===== src/rtl/multi_debouncer.sv =====
// N-channel switch debouncer: per-channel 4-state qualification FSM with level, press and release ticks.
// Optional 2-flop input synchronizer compiled in with `define MULTI_DEBOUNCER_SYNC_EN.
module multi_debouncer #(
  parameter int N_CH      = 4,
  parameter int DB_CYCLES = 120
) (
  input  logic            clk_i,
  input  logic            rst_ni,
  input  logic [N_CH-1:0] en_i,
  input  logic [N_CH-1:0] sw_i,
  output logic [N_CH-1:0] db_level_o,
  output logic [N_CH-1:0] db_tick_o,
  output logic [N_CH-1:0] db_fall_o,
  output logic            any_tick_o
);

  localparam int CNT_W = $clog2(DB_CYCLES);
  localparam logic [CNT_W-1:0] CNT_ZERO = {CNT_W{1'b0}};
  localparam logic [CNT_W-1:0] CNT_ONE  = CNT_W'(1);
  localparam logic [CNT_W-1:0] CNT_LAST = CNT_W'(DB_CYCLES - 1);

  typedef enum logic [1:0] {
    ST_LOW       = 2'd0,
    ST_WAIT_HIGH = 2'd1,
    ST_HIGH      = 2'd2,
    ST_WAIT_LOW  = 2'd3
  } state_t;

  logic [N_CH-1:0] samp;

`ifdef MULTI_DEBOUNCER_SYNC_EN
  logic [N_CH-1:0] sync_q1;
  logic [N_CH-1:0] sync_q2;

  // Two-flop synchronizer; a disabled channel has its flops cleared
  always_ff @(posedge clk_i) begin
    if (!rst_ni) begin
      sync_q1 <= {N_CH{1'b0}};
      sync_q2 <= {N_CH{1'b0}};
    end else begin
      sync_q1 <= sw_i & en_i;
      sync_q2 <= sync_q1 & en_i;
    end
  end

  assign samp = sync_q2;
`else
  assign samp = sw_i;
`endif

  for (genvar k = 0; k < N_CH; k++) begin : g_ch
    state_t           state;
    logic [CNT_W-1:0] cnt;
    logic             level_q;
    logic             tick_q;
    logic             fall_q;

    // Per-channel qualification FSM; reset outranks enable, neither emits a fall tick
    always_ff @(posedge clk_i) begin
      if (!rst_ni) begin
        state   <= ST_LOW;
        cnt     <= CNT_ZERO;
        level_q <= 1'b0;
        tick_q  <= 1'b0;
        fall_q  <= 1'b0;
      end else if (!en_i[k]) begin
        state   <= ST_LOW;
        cnt     <= CNT_ZERO;
        level_q <= 1'b0;
        tick_q  <= 1'b0;
        fall_q  <= 1'b0;
      end else begin
        tick_q <= 1'b0;
        fall_q <= 1'b0;
        case (state)
          ST_LOW: begin
            level_q <= 1'b0;
            if (samp[k]) begin
              state <= ST_WAIT_HIGH;
              cnt   <= CNT_ONE;
            end else begin
              cnt <= CNT_ZERO;
            end
          end
          ST_WAIT_HIGH: begin
            if (!samp[k]) begin
              state <= ST_LOW;
              cnt   <= CNT_ZERO;
            end else if (cnt == CNT_LAST) begin
              state   <= ST_HIGH;
              cnt     <= CNT_ZERO;
              level_q <= 1'b1;
              tick_q  <= 1'b1;
            end else begin
              cnt <= cnt + CNT_ONE;
            end
          end
          ST_HIGH: begin
            level_q <= 1'b1;
            if (!samp[k]) begin
              state <= ST_WAIT_LOW;
              cnt   <= CNT_ONE;
            end else begin
              cnt <= CNT_ZERO;
            end
          end
          ST_WAIT_LOW: begin
            if (samp[k]) begin
              state <= ST_HIGH;
              cnt   <= CNT_ZERO;
            end else if (cnt == CNT_LAST) begin
              state   <= ST_LOW;
              cnt     <= CNT_ZERO;
              level_q <= 1'b0;
              fall_q  <= 1'b1;
            end else begin
              cnt <= cnt + CNT_ONE;
            end
          end
          default: begin
            state   <= ST_LOW;
            cnt     <= CNT_ZERO;
            level_q <= 1'b0;
          end
        endcase
      end
    end

    assign db_level_o[k] = level_q;
    assign db_tick_o[k]  = tick_q;
    assign db_fall_o[k]  = fall_q;
  end

  assign any_tick_o = |(db_tick_o | db_fall_o);

endmodule


===== config.mk =====
export PLATFORM = sky130hd
export DESIGN_NAME = multi_debouncer
export DESIGN_NICKNAME = d
export VERILOG_FILES = /design/src/rtl/multi_debouncer.sv
export SDC_FILE = /design/constraint.sdc
export NUM_CORES = 1
export LEC_CHECK = 0
export CORE_MARGIN = 1.5
export CORE_UTILIZATION = 35
export CTS_CLUSTER_DIAMETER = 200
export DETAILED_ROUTE_END_ITERATION = 6
export PLACE_DENSITY = 0.6
export SETUP_SLACK_MARGIN = 0.5
export SLEW_MARGIN = 25
export SYNTH_ARGS = -nofsm -noshare
export SYNTH_HDL_FRONTEND = slang
export SYNTH_SLANG_ARGS = --single-unit
export TNS_END_PERCENT = 10

===== constraint.sdc =====
create_clock -name clk_i -period 3.9 [get_ports clk_i]
set_input_delay 0.585 -clock clk_i [delete_from_list [all_inputs] [get_ports clk_i]]
set_output_delay 0.585 -clock clk_i [all_outputs]
set_load 0.02 [all_outputs]

==> results of run 1 <==
==> worst reg2reg max path: stages (launching register included) <==
cell and delay (ns):
dfxtp_1 0.42, inv_1 0.11, ha_1 0.33, or4_2 0.65, o21ai_0 0.08, a2111oi_0 0.11
==> power by group through the flow <==
stage               sequential, µW  clock [µW]  combinational, µW
finish                         504         420               84.3
global route                   506         453               94.9
CTS                            504         434               83.7
detailed placement             516           0               83.2
global placement               516           0               83.6
floorplan                      514           0               60.8
==> final cells by class <==
type	count	share of cell area (%)
Clock buffer	5	2.30
Clock inverter	2	2.01
Inverter	18	2.26
Multi-Input combinational cell	218	49.8
Sequential cell	48	32.1
Tap cell	99	4.14
Timing Repair Buffer	22	7.36
==> layout by cell type, fill, tap and decap left out, types with 2 or more instances in the layout <==
master | netlist | final
o311ai_0 | 2 | 2
o31ai_1 | 3 | 3
a2111oi_0 | 2 | 2
bufinv_16 | 0 | 2
o21bai_1 | 4 | 4
nand2_1 | 21 | 21
nor3b_1 | 2 | 2
nand3_1 | 13 | 13
a211oi_1 | 7 | 7
nor2b_1 | 4 | 4
nand4_1 | 2 | 2
mux2i_1 | 7 | 7
nor2_1 | 30 | 30
xor2_1 | 8 | 8
or2_1 | 2 | 2
xnor2_1 | 10 | 10
nor4_1 | 9 | 9
a21oi_1 | 14 | 14
clkdlybuf4s50_1 | 0 | 22
o21a_1 | 3 | 3
inv_1 | 18 | 18
o22ai_1 | 2 | 2
and2_1 | 3 | 3
a31oi_1 | 3 | 3
o21ai_0 | 7 | 7
nand2b_1 | 3 | 3
or2_2 | 2 | 2
nor3_1 | 8 | 8
or3_1 | 3 | 3
o31a_1 | 4 | 4
dfxtp_1 | 48 | 48
and3_1 | 3 | 3
clkbuf_8 | 0 | 5
ha_1 | 22 | 22
==> kinds of logic after synthesis <==
family / count (synthesis) / synth area share [%]
mux: 8 / 3.07
fa+ha+maj: 22 / 10.4
simple gates: 111 / 21.6
compound gates: 59 / 15.4
xor+xnor: 18 / 5.95
flops: 48 / 36.3
buf+inv: 37 / 7.37
==> layer usage <==
metal  part of all wire [%]  vias to the layer above
met5                      0                        -
met4                    1.2                        0
met3                    3.6                        5
met2                     43                       39
met1                     52                      963
li1                       -                     1082
==> worst max path at each step <==
| stage | to | cells past startpoint | from | slack (ns) |
|---|---|---|---|---|
| after floorplan | g_ch[3].level_q$_SDFFE_PN0P_ | 5 | g_ch[3].state[0]$_SDFFE_PN0P_ | 2.22 |
| after global placement | g_ch[0].cnt[5]$_SDFF_PN0_ | 5 | rst_ni | 1.67 |
| after detailed placement | g_ch[0].cnt[4]$_SDFF_PN0_ | 5 | rst_ni | 1.62 |
| after CTS | any_tick_o | 3 | g_ch[0].fall_q$_SDFF_PP0_ | 1.69 |
| after global routing | any_tick_o | 3 | g_ch[0].fall_q$_SDFF_PP0_ | 1.63 |
| final | any_tick_o | 3 | g_ch[0].fall_q$_SDFF_PP0_ | 1.71 |
==> registers in the layout, summed over array words and instances, names as in the netlist, named ones only <==
signal	flops
g_ch.tick_q	4
g_ch.fall_q	4
g_ch.cnt	28
g_ch.state	4
g_ch.level_q	4
==> stage by stage <==
step | worst slack, ns | hold slack [ns] | cells | cell area (µm²) | util [%]
2_1_floorplan | 2.22 | 0.453 | 303 | 2650 | -
3_3_place_gp | 1.67 | 0.491 | 405 | 2860 | 39.3
3_5_place_dp | 1.62 | 0.477 | 405 | 2860 | 39.3
4_1_cts | 1.69 | 0.489 | 412 | 2990 | 41.0
5_1_grt | 1.63 | 0.500 | 412 | 2990 | 41.0
6_report | 1.71 | 0.492 | 412 | 2990 | 41.0
==> metrics.yaml, run 1 <==
status: "completed"
area_growth_pct: 13.0
p_int_uw: 787
ff_latch_area_um2: 961
netlist_area_um2: 2650
die_height_um: 90.0
cp_max_fo: 2
maxCapViolations: 0
grt.met2_usage_pct: 19.7
finalMaxSlewViolations: 0
firstDrtPassIters: 4
n_antenna_cell: 0
postRouteAntennaNets: 0
rsz0062_at_grt: "no"
ir_drop_v: 0.000166
die-width_um: 90.0
post-route-period-util_pct: 56.1
htreeDepth: 2
grt_util_met1_pct: 17.6
grt_pass1_vias: 1934
gp_congestion: 0.799
critPathRequiredTime_ns: 3.31
fin_setup_tns_ns: 0
vias_per_cell: 5.07
hold_depth: 2
p_comb_share_pct: 8.4
dieArea_um2: 8100
synth.top_cell.area_share_pct: 36.3
wl_um: 4980
startpoint_type: "flop"
yosysTopAreaCell: "dfxtp_1"
multiInputGateArea_um2: 1490
swShare_pct: 22.0
yosys_warnings: 0
drive_gt1_share_pct: 4.47
drc: 0
hp-class: "flop to flop"
fin_nets: 345
port_buffers: 22
initial_utilization_pct: 36.3
synth_fp_nets: 335
crit_arrival_ns: 1.60
synth_seq_cells: 48
cts_hold_buf: 0
synth.area.top_cells: "dfxtp_1, ha_1, nor2_1, buf_4, xnor2_1"
p_clk_share_pct: 41.6
synth_edf_count: 0
cts_root_buf: "clkbuf_8"
hold_start: "g_ch[0].cnt[6]$_SDFF_PN0_"
grt_max_degree: 15
reg2reg_depth: 5
cts_num_sinks: 48
crit_chain: "nor4_1 -> nand2_1 -> clkdlybuf4s50_1"
syn_area_per_cell_um2: 8.74
cts_setup_buffers: 0
slowest_stage: "clkdlybuf4s50_1"
cts_buffers: 5
worstPathBufferInverterCount: 1
ioPinCount: 23
power_leakage_uw: 0.00110
finalSetupViolations: 0
cts_tree: "built"
synthArstFlopShare_pct: 0
fillers: 766
netlist_instances: 303
p_per_area_nw_per_um2: 337
crit_type: "flop to output pin"
antenna_found_initial: 0
ctsResizeCount: 0
grt_usage_pct: 12.8
power_uw: 1010
ys_seq_area_share_pct: 36.3
switchingPower_uw: 221
grt-busiest-layer: "met2"
r2r_end: "g_ch[3].level_q$_SDFFE_PN0P_"
min_to: "g_ch[0].cnt[6]$_SDFF_PN0_"
grt_pass1_wl_um: 8720
critPathTopFamily: "buffers and inverters"
p_seq_share_pct: 50.0
r2r-start: "g_ch[3].state[0]$_SDFFE_PN0P_"
tightest_slew_ns: 0.338
use_met3_pct: 2.96
reg2reg_slack_ns: 2.08
coreArea_um2: 7290
synth_ff_type: "dfxtp_1"
dr.first_iter.drc_count: 52
clock_path_buffers: 2
clkTransAtPathRegs_ns: 0.09
maxSlewHeadroom_pct: 76.9
ys_top_cells_by_count: "dfxtp_1, nor2_1, ha_1"
endpoint_kind: "output pin"
routedWlPerCell_um: 12.1
slowest_delay_ns: 0.54
dp_hpwl_um: 3690
fmax_mhz: 457
worst_skew_pair.late_latency_ns: 0.30
grt_overflow: 0
skew_ns: 0.00568
num_vias: 2089
period_needed_ns: 2.19
final-hold-violation-count: 0
synth.most_common_cell: "dfxtp_1"
synth.distinct_cells: 50
rows: 31
Note: power is estimated with default switching activity, not from simulation.
==> run 2, diff against run 1 <==
Settings changed: PLACE_DENSITY 0.6 to 0.62.
Clock period 3.9 ns to 1.8 ns, I/O delays scaled along.
==> metrics.yaml, run 2 (same netlist as run 1, synthesis figures left out) <==
routedWlPerCell_um: 13.1  # +8.0%
ir_drop_v: 0.000288  # +74%
maxSlewHeadroom_pct: 78.8  # +1.9 points
p_seq_share_pct: 51.3  # +1.3 points
multiInputGateArea_um2: 1770  # +19%
wl_um: 5850  # +17%
grt_pass1_wl_um: 9650  # +11%
die-width_um: 90.0  # unchanged
ff_latch_area_um2: 997  # +3.8%
worst_skew_pair.late_latency_ns: 0.30  # about the same
drc: 0  # unchanged
power_leakage_uw: 0.00134  # +22%
reg2reg_slack_ns: 0.25  # -1.83 ns
coreArea_um2: 7290  # unchanged
cts_buffers: 5  # unchanged
firstDrtPassIters: 4  # unchanged
hp-class: "input pin to flop"
skew_ns: 0.00478  # -0.000893 ns
fmax_mhz: 645
grt_overflow: 0  # unchanged
p_clk_share_pct: 36.5  # -5.1 points
crit_type: "flop to flop"
critPathRequiredTime_ns: 2.02  # -1.29 ns
whs_ns: 0.441  # -0.0510 ns
largest_register_ffs: 28  # unchanged
rsz0062_at_grt: "yes"
crit_arrival_ns: 1.77  # +0.17 ns
largest-register: "g_ch.cnt"
num_vias: 2268  # +8.6%
final-hold-violation-count: 0  # unchanged
dr.first_iter.drc_count: 57  # +9.6%
reg2reg_depth: 5  # unchanged
finalSetupViolations: 0  # unchanged
grt_usage_pct: 14.4  # +1.5 points
area_growth_pct: 34.6
p_per_area_nw_per_um2: 598  # +78%
drive_gt1_share_pct: 29.8  # +25 points
p_int_uw: 1610  # +110%
dp_hpwl_um: 3920  # +6.0%
tightest_slew_ns: 0.310  # -0.0273 ns
fillers: 701  # -8.5%
gp_congestion: 0.827  # +3.6%
cts_tree: "built"
setup.worst_path.start: "g_ch[3].cnt[0]$_SDFF_PN0_"
maxCapViolations: 0  # unchanged
final_cell_mix: "dfxtp_1, buf_4, nor2_1"
status: "completed"
cts_root_buf: "clkbuf_8"
grt_max_degree: 15  # unchanged
startpoint_type: "flop"
r2r-start: "g_ch[3].cnt[0]$_SDFF_PN0_"
die_height_um: 90.0  # unchanged
fin_setup_tns_ns: 0  # unchanged
post-route-period-util_pct: 86.2
endpoint_kind: "flop"
htreeDepth: 2  # unchanged
port_buffers: 22  # unchanged
cts_num_sinks: 48  # unchanged
initial_utilization_pct: 36.3  # unchanged
final_common_cell: "dfxtp_1"
p_comb_share_pct: 12.2  # +3.8 points
clock_path_buffers: 2  # unchanged
grt_pass1_vias: 2194  # +13%
clkTransAtPathRegs_ns: 0.09  # about the same
finalMaxSlewViolations: 0  # unchanged
rows: 31  # unchanged
cp_max_fo: 5  # +3
vias_per_cell: 5.06  # -0.16%
switchingPower_uw: 518  # +130%
cts_hold_buf: 0  # unchanged
antenna_found_initial: 0  # unchanged
swShare_pct: 24.3  # +2.3 points
postRouteAntennaNets: 0  # unchanged
period_needed_ns: 1.55
n_antenna_cell: 0  # unchanged
fin_nets: 380  # +10%
dieArea_um2: 8100  # unchanged
ioPinCount: 23  # unchanged
-- run 2: changes by cell type in the layout (fill, tap and decap cells not counted), sizes merged --
cell | before | now
dlymetal6s2s | 0 | 3
clkdlybuf4s50 | 22 | 13
bufinv | 2 | 1
clkbuf | 5 | 6
dlygate4sd2 | 0 | 5
buf | 0 | 36
clkinv | 0 | 1
-- run 2: per-layer routing --
layer / GRT usage, % / wire (µm)
met5: 0 / 0
met4: 6.35 / 105
met3: 3.13 / 158
met2: 24.4 / 2980
met1: 17.3 / 2610
-- run 2: worst max-delay path, cell delays in order (launching register included) --
cell and delay [ns]:
dfxtp_4 0.37, ha_4 0.15, nand4b_4 0.14, or2_4 0.27, a2111o_1 0.38, a31oi_1 0.16
-- run 2: worst min-delay path by stage --
| stage | slack, ns | cells after the start | endpoint | from |
|---|---|---|---|---|
| after global routing | 0.48 | 4 | g_ch[0].cnt[0]$_SDFF_PN0_ | rst_ni |
| after floorplan | 0.35 | 1 | g_ch[2].fall_q$_SDFF_PP0_ | sw_i[2] |
| after global placement | 0.46 | 2 | g_ch[0].cnt[6]$_SDFF_PN0_ | g_ch[0].cnt[6]$_SDFF_PN0_ |
| after CTS | 0.48 | 2 | g_ch[0].cnt[6]$_SDFF_PN0_ | g_ch[0].cnt[6]$_SDFF_PN0_ |
| final | 0.44 | 4 | g_ch[0].cnt[0]$_SDFF_PN0_ | rst_ni |
| after detailed placement | 0.47 | 2 | g_ch[0].cnt[6]$_SDFF_PN0_ | g_ch[0].cnt[6]$_SDFF_PN0_ |
-- run 2: power by group through the flow --
stage / Clock [µW] / Sequential, µW / Combinational, µW
after global placement: 0 / 1120 / 204
after CTS: 803 / 1090 / 223
final: 778 / 1090 / 261
after floorplan: 0 / 1120 / 136
after detailed placement: 0 / 1120 / 206
after global routing: 844 / 1100 / 288
-- run 2: layout make-up --
| type | instances | area share (%) |
|---|---|---|
| clock inverter | 2 | 0.983 |
| timing repair buffer | 57 | 13.8 |
| tap | 99 | 3.47 |
| inverter | 18 | 2.11 |
| multi-input combinational | 218 | 49.7 |
| clock buffer | 6 | 2.04 |
| sequential | 48 | 28.0 |
-- run 2: repair_timing --
| action | in CTS | in global routing |
|---|---|---|
| pin swaps | 12 | 15 |
| endpoints found under the setup margin | 53 | 61 |
| buffers inserted | 12 | 9 |
| gates resized for setup | 34 | 55 |
-- run 2: stage by stage --
stage,total power [µW],std cells,area [µm²],utilization [%],setup slack [ns]
2_1_floorplan,1250,303,2680,-,0.258
3_3_place_gp,1320,419,3000,41.2,0.0989
3_5_place_dp,1320,419,3000,41.2,0.0626
4_1_cts,2120,439,3280,45.0,0.252
5_1_grt,2230,448,3560,48.9,0.176
6_report,2130,448,3560,48.9,0.249
